## config.mk

```make
export PLATFORM = sky130hd
export DESIGN_NAME = load_unit
export DESIGN_NICKNAME = d
export VERILOG_FILES = /design/src/rtl/load_unit.sv
export SDC_FILE = /design/constraint.sdc
export NUM_CORES = 1
export LEC_CHECK = 0
export CAP_MARGIN = 40
export CORE_ASPECT_RATIO = 1.75
export CORE_MARGIN = 2
export CORE_UTILIZATION = 45
export CTS_CLUSTER_SIZE = 20
export DETAILED_ROUTE_END_ITERATION = 16
export PLACE_DENSITY_LB_ADDON = 0.3
export SLEW_MARGIN = 25
export SYNTH_ARGS = -nofsm -noshare
export SYNTH_HDL_FRONTEND = slang
export SYNTH_SLANG_ARGS = --single-unit
```

## constraint.sdc

```tcl
create_clock -name clk -period 3.5 [get_ports clk]
set_clock_uncertainty 0.1 [all_clocks]
set_input_delay 0.7 -clock clk [delete_from_list [all_inputs] [get_ports clk]]
set_output_delay 0.7 -clock clk [all_outputs]
set_load 0.02 [all_outputs]
```

## src/rtl/load_unit.sv

```systemverilog
// Data-memory load stage: req/ack/rvalid bus read with byte/half/word extraction and a cycle timeout.
// Optional MISALIGN_TRAP_EN: misaligned LH/LHU/LW complete immediately with ld_misalign instead of reading.
module load_unit #(
  parameter int unsigned TIMEOUT_CYC = 256
) (
  input  logic        clk,
  input  logic        rst,
  input  logic        ld_start,
  input  logic [31:0] ld_addr,
  input  logic [2:0]  ld_funct3,
  output logic        mem_req,
  output logic [31:0] mem_addr,
  input  logic        mem_ack,
  input  logic        mem_rvalid,
  input  logic [31:0] mem_rdata,
  output logic [31:0] readdata,
  output logic        ld_done,
  output logic        ld_err,
  output logic        ld_misalign,
  output logic        busy
);

  typedef enum logic [1:0] {S_IDLE, S_REQ, S_WAIT, S_DONE} state_t;

  // Counter only needs to reach TIMEOUT_CYC-1; it saturates beyond that.
  localparam int unsigned CNT_W = (TIMEOUT_CYC > 1) ? $clog2(TIMEOUT_CYC) : 1;

  state_t             state_q, state_d;
  logic [CNT_W-1:0]   cnt_q, cnt_d;
  logic [1:0]         lo_q, lo_d;
  logic [2:0]         f3_q, f3_d;
  logic [31:0]        mem_addr_q, mem_addr_d;
  logic [31:0]        readdata_q, readdata_d;
  logic               mem_req_q, mem_req_d;
  logic               ld_done_q, ld_done_d;
  logic               ld_err_q, ld_err_d;
  logic               ld_mis_q, ld_mis_d;
  logic               busy_q, busy_d;
  logic               tmo_hit;
  logic               trap;

  function automatic logic [31:0] extract(input logic [31:0] w, input logic [1:0] a,
                                          input logic [2:0] f3);
    logic [7:0]  b;
    logic [15:0] h;
    b = w[{a, 3'b000} +: 8];
    h = w[{a[1], 4'b0000} +: 16];
    case (f3)
      3'b000:  extract = {{24{b[7]}}, b};
      3'b001:  extract = {{16{h[15]}}, h};
      3'b100:  extract = {24'h000000, b};
      3'b101:  extract = {16'h0000, h};
      default: extract = w;
    endcase
  endfunction

`ifdef MISALIGN_TRAP_EN
  always_comb begin
    trap = 1'b0;
    case (ld_funct3)
      3'b000, 3'b100: trap = 1'b0;
      3'b001, 3'b101: trap = ld_addr[0];
      default:        trap = (ld_addr[1:0] != 2'b00);
    endcase
  end
`else
  assign trap = 1'b0;
`endif

  assign tmo_hit = (TIMEOUT_CYC != 0) && (32'(cnt_q) == TIMEOUT_CYC - 1);

  always_comb begin
    state_d    = state_q;
    cnt_d      = cnt_q;
    lo_d       = lo_q;
    f3_d       = f3_q;
    mem_addr_d = mem_addr_q;
    readdata_d = readdata_q;
    ld_err_d   = 1'b0;
    ld_mis_d   = 1'b0;

    if ((state_q == S_REQ) || (state_q == S_WAIT)) begin
      if (cnt_q != '1) cnt_d = cnt_q + CNT_W'(1);
    end

    case (state_q)
      S_IDLE: begin
        if (ld_start) begin
          lo_d = ld_addr[1:0];
          f3_d = ld_funct3;
          if (trap) begin
            state_d    = S_DONE;
            readdata_d = '0;
            ld_mis_d   = 1'b1;
          end else begin
            state_d    = S_REQ;
            mem_addr_d = {ld_addr[31:2], 2'b00};
            cnt_d      = '0;
          end
        end
      end
      S_REQ: begin
        // Data beats timeout in the same cycle; ack alone still yields to timeout.
        if (mem_ack && mem_rvalid) begin
          state_d    = S_DONE;
          readdata_d = extract(mem_rdata, lo_q, f3_q);
        end else if (tmo_hit) begin
          state_d    = S_DONE;
          readdata_d = '0;
          ld_err_d   = 1'b1;
        end else if (mem_ack) begin
          state_d = S_WAIT;
        end
      end
      S_WAIT: begin
        if (mem_rvalid) begin
          state_d    = S_DONE;
          readdata_d = extract(mem_rdata, lo_q, f3_q);
        end else if (tmo_hit) begin
          state_d    = S_DONE;
          readdata_d = '0;
          ld_err_d   = 1'b1;
        end
      end
      S_DONE: begin
        state_d = S_IDLE;
      end
      default: state_d = S_IDLE;
    endcase

    mem_req_d = (state_d == S_REQ);
    ld_done_d = (state_d == S_DONE);
    busy_d    = (state_d != S_IDLE);
  end

  always_ff @(posedge clk or posedge rst) begin
    if (rst) begin
      state_q    <= S_IDLE;
      cnt_q      <= '0;
      lo_q       <= '0;
      f3_q       <= '0;
      mem_addr_q <= '0;
      readdata_q <= '0;
      mem_req_q  <= 1'b0;
      ld_done_q  <= 1'b0;
      ld_err_q   <= 1'b0;
      ld_mis_q   <= 1'b0;
      busy_q     <= 1'b0;
    end else begin
      state_q    <= state_d;
      cnt_q      <= cnt_d;
      lo_q       <= lo_d;
      f3_q       <= f3_d;
      mem_addr_q <= mem_addr_d;
      readdata_q <= readdata_d;
      mem_req_q  <= mem_req_d;
      ld_done_q  <= ld_done_d;
      ld_err_q   <= ld_err_d;
      ld_mis_q   <= ld_mis_d;
      busy_q     <= busy_d;
    end
  end

  assign mem_req     = mem_req_q;
  assign mem_addr    = mem_addr_q;
  assign readdata    = readdata_q;
  assign ld_done     = ld_done_q;
  assign ld_err      = ld_err_q;
  assign ld_misalign = ld_mis_q;
  assign busy        = busy_q;

endmodule

```

# Yosys cells after proc, flatten, opt, wreduce, memory -nomap -nowiden
# Cells that the tools add are included.
[word_totals]
reg_bits = 81
inputBits = 72
output_inout_bits = 69
wordCells = 50
[classes]
addsub = 1
eq_ne = 10
shifts = 2
n_mux = 20
n_reduce_logical = 7
[ops]
columns = ["cell", "n"]
rows = [
  ["case mux 32 bit (4 select lines)", 1],
  ["two-way mux 32 bit", 3],
  ["case mux 32 bit (2 select lines)", 1],
  ["two-way mux 8 bit", 4],
  ["indexed part select 32 x 6 -> 16 bit", 1],
  ["indexed part select 32 x 6 -> 8 bit", 1],
  ["two-way mux 2 bit", 6],
  ["adder 8 x 1 -> 8 bit (second input constant)", 1],
  ["== test 8 bit (second input constant)", 1],
  ["!= test 8 bit (second input constant)", 1],
  ["case mux 2 bit (4 select lines)", 1],
  ["== test 2 bit (second input constant)", 3],
  ["== test 3 bit (second input constant)", 2],
  ["== test 2 x 1 -> 1 bit (second input constant)", 2],
  ["nonzero test 2 bit", 2],
  ["== test 3 x 1 -> 1 bit (second input constant)", 1],
  ["logical NOT 3 bit", 1],
  ["two-way mux 1 bit", 3],
  ["logical NOT 2 bit", 1],
  ["case mux 1 bit (2 select lines)", 1],
  ["AND reduction 2 bit", 1],
  ["logical AND 1 bit", 1],
  ["logical OR 1 bit", 1],
]

# Logic depth before layout (Yosys ltp)
[depth]
word_depth = 5
depth_mapped = 8
depth_no_buf = 7

# Least setup slack after synthesis
# No wires, ideal clock.
[synth_timing]
path_type = "register -> register"
startpoint = "register state_q[0]"
endpoint = "register readdata_q[8] (netlist: readdata[8])"
setup_ps = 158
arrival_time_ps = 1798
required_time_ps = 3242
setup_slack_ps = 1444
stages_incl_launch_ff = 8
n_path_buf = 2
period_less_slack_ps = 2056
cell_sequence = "dfrtp_1 -> inv_1 -> ha_1 -> buf_2 -> o211a_1 -> buf_4 -> nor3_1 -> a211oi_1"
[synth_between]
elab_chain_len = 2
word_cells_on_any_way = 4
classes_between = "eq/ne: 2; mux: 1; reduce/logical: 1"
[synth_rtl]
columns = ["item", "line_no", "source"]
rows = [
  ["start: declaration", "28", "state_t state_q, state_d;"],
  ["start signal: assignment", "150", "state_q <= state_d;"],
  ["== test 2 bit or == test 2 x 1 -> 1 bit (tied branches)", "86", "case (state_q)"],
  ["case mux 32 bit (2 select lines) or nonzero test 2 bit (tied branches)", "--", ""],
  ["end signal: assignment", "155", "readdata_q <= readdata_d;"],
  ["end: declaration", "33", "logic [31:0] readdata_q, readdata_d;"],
]
# Several ways; a longest one is shown, not always the timed one.
# A chain may end at the register's enable or synchronous reset.

# Worst setup path in the final report
[layout_timing]
startpoint = "register state_q[0]"
endpoint = "register readdata_q[29] (netlist: readdata[29])"
# Same word-level chain as after synthesis.

==> metrics.txt <==
register bit count reported by yosys=between 80 and 90; Sw Share=38.7%; wire per inst=between 15 and 20 µm; total CTS buffers=9; Final GP Congestion=roughly 0.95; Arr. time, crit path=2650 ps; Remaining DRCs=0; Max IR drop VDD=about 520 µV; n_diodes=0; initial antenna violation count=0; HP Class=flip-flop to flip-flop; global-route wire length before repair=around 17 mm; Clock Power Share=17.1%; Netlist cell types=between 40 and 50; worst-skew pair later-pin latency=~340 ps; Setup TNS=0 ps; Die Footprint=between 0.009 and 0.01 mm²; Initial Util=between 40% and 50%; fill count=629; CTS sink cnt=between 80 and 90; CTS tree=yes; CTS-repair resized insts=0; DP HPWL=~8.2 mm; Max Cap Viol=0; 1st-pass router iterations=4; Synth top cells by count=81 x dfrtp_1, 35 x mux2_2, 24 x a21oi_1; vias per cell=approximately 5.6; GRT Total Usage=between 20% and 30%; Total Wirelength=around 11 mm; Worst EP required=3670 ps; Netlist Area Pre-Place=a little under 0.004 mm²; top cell type's share of synthesized area=52.4%; Syn Inst Count=roughly 340; hold_buf cts=0; relative slew slack=between 40% and 50%; run status=finished clean; FP Rows=44; 1st-iter DRT viols=~180; Area Growth Syn to Fin=45.4%; fin crit period=around 2500 ps; final hold vios=0; Placed Cells incl. Taps=~570; internal power=about 0.0032 W; Root Buffer=clkbuf_16; CP Capture Type=flip-flop; IO Port Bufs=~140; post-route ant nets=0; RSZ-0062 raised after global routing=false; fin. max-slew vios=0; Nets=about 550; total number of vias=approximately 3300; # IOs=between 100 and 150; pin count of the biggest net entering global routing=43; slew at the pin closest to its max-slew limit=~800 ps; mean cell area of the mapped netlist=approximately 12 µm²; dominant cells by area after synthesis=dfrtp_1 52%, mux2_2 10%, a221o_1 4.1%; Post-synth top flop=dfrtp_1; Reg clk slew, reported paths=~60 ps; GRT Residual Overflow=0; Psw=0.00200 W; FFs w/ async S/R, synth=100%; CP startpoint kind=flip-flop; worst-path fanout max=16; fraction of layout cells with a size suffix above 1=between 10% and 20%; vias in the first global route=roughly 3400; sequential share of the synthesized area=around 52%; Register Area=about 0.0020 mm²; final non-filler cell total=around 590; Post-synth EDFFs=0; die width=about 74 µm; setup violators final=0; combinational power share=approximately half; Fmax achieved=around 400 MHz; multi-input logic area=0.00170 mm²; cell accounting for the most synthesized area=dfrtp_1; Pleak=2.33 nW; core area=0.00831 mm²; sequential fraction of design power=about a third; Setup CP Type=flip-flop to flip-flop; count leader, synth=dfrtp_1; crit share post-route=between 70% and 80%; power per standard cell area=between 900 and 1000 mW/mm²; Synth Warn #=0; # H-tree levels=3; CTS Buffer Depth=2; Die Y=roughly 130 µm; Post-CTS Setup Repair Bufs=0
==> power groups by stage <==
stage / Clock [W] / Sequential, W / Combinational, W
floorplan: 0 / 0.00204 / 0.00116
global placement: 0 / 0.00170 / 0.00251
global route: 0.000936 / 0.00177 / 0.00276
detailed placement: 0 / 0.00172 / 0.00257
CTS: 0.000905 / 0.00171 / 0.00259
finish: 0.000885 / 0.00171 / 0.00257
==> path summary, 6_finish.rpt <==
check	start	endpoint	slack, ps	cells past startpoint
max	state_q[0]	readdata[29]	1020	5
min reg2reg	readdata[6]	readdata[6]	370	2
max in group asynchronous	rst	cnt_q[2]	1900	4
max reg2reg	state_q[0]	readdata[29]	1020	5
min in group asynchronous	rst	readdata[23]	550	2
min	readdata[6]	readdata[6]	370	2
==> final cells by class <==
| class | count | area share [%] |
|---|---|---|
| Sequential cell | 81 | 36.1 |
| Multi-Input combinational cell | 226 | 30.2 |
| Timing Repair Buffer | 144 | 25.7 |
| Clock buffer | 11 | 4.32 |
| Tap cell | 115 | 2.56 |
| Clock inverter | 5 | 0.690 |
| Inverter | 7 | 0.490 |
==> logic make-up after synthesis <==
family	count (synthesis)	share of synthesized area (%)
other	1	0.0970
buffers and inverters	30	4.08
AND/OR/NAND/NOR	78	10.7
AO/OA/AOI/OAI	90	17.2
multiplexers	46	13.0
flip-flops	81	52.4
adder cells (fa/ha/maj)	5	1.62
XOR/XNOR	4	0.906
==> routing by layer <==
metal	track usage, %	part of all wire, %	vias up	wire length (µm)
met5	0	0	-	0
met4	15.5	5.3	0	579
met2	42.3	55	144	5970
met1	25.1	34	1584	3710
li1	-	-	1512	-
met3	4.85	6.0	35	650
==> sequential cells by signal, summed over array words and instances (netlist names) <==
| register | count |
|---|---|
| lo_q | 2 |
| state_q | 2 |
| f3_q | 3 |
| mem_addr | 30 |
| ld_err | 1 |
| busy | 1 |
| readdata | 32 |
| mem_req | 1 |
| cnt_q | 8 |
| ld_done | 1 |
==> layout by cell type (no fill, tap or decap), types with 2 or more instances in the layout <==
| cell | count |
|---|---|
| a211oi_1 | 10 |
| a21oi_1 | 24 |
| a221o_1 | 16 |
| a22o_1 | 10 |
| a22oi_1 | 8 |
| and2_1 | 2 |
| and4_1 | 3 |
| buf_4 | 6 |
| clkbuf_16 | 9 |
| clkdlybuf4s50_1 | 137 |
| clkinv_2 | 2 |
| clkinv_4 | 2 |
| conb_1 | 3 |
| dfrtp_1 | 81 |
| ha_1 | 5 |
| inv_1 | 6 |
| mux2_2 | 35 |
| mux2i_1 | 11 |
| nand2_1 | 21 |
| nand2b_1 | 2 |
| nand3_1 | 4 |
| nor2_1 | 14 |
| nor2b_1 | 2 |
| nor3_1 | 6 |
| o21ai_0 | 5 |
| o31ai_1 | 7 |
| or2_2 | 10 |
| or3_1 | 8 |
| xor2_1 | 3 |
==> worst max-delay path, stage by stage, from the launching register on <==
cell,delay (ps)
dfrtp_1,420
inv_1,110
ha_1,460
o211a_1,460
and2_1,610
a221o_1,260
==> through the flow <==
step	hold WS (ps)	instance area, µm²	util [%]	worst slack [ps]	power [W]
finish	375	5620	67.6	1020	0.00517
global route	398	5620	67.6	777	0.00547
CTS	379	5590	67.3	1030	0.00520
detailed placement	365	5310	63.9	806	0.00429
global placement	361	5310	63.9	863	0.00421
floorplan	417	3870	-	620	0.00320
Note: power is estimated with default switching activity, not from simulation.
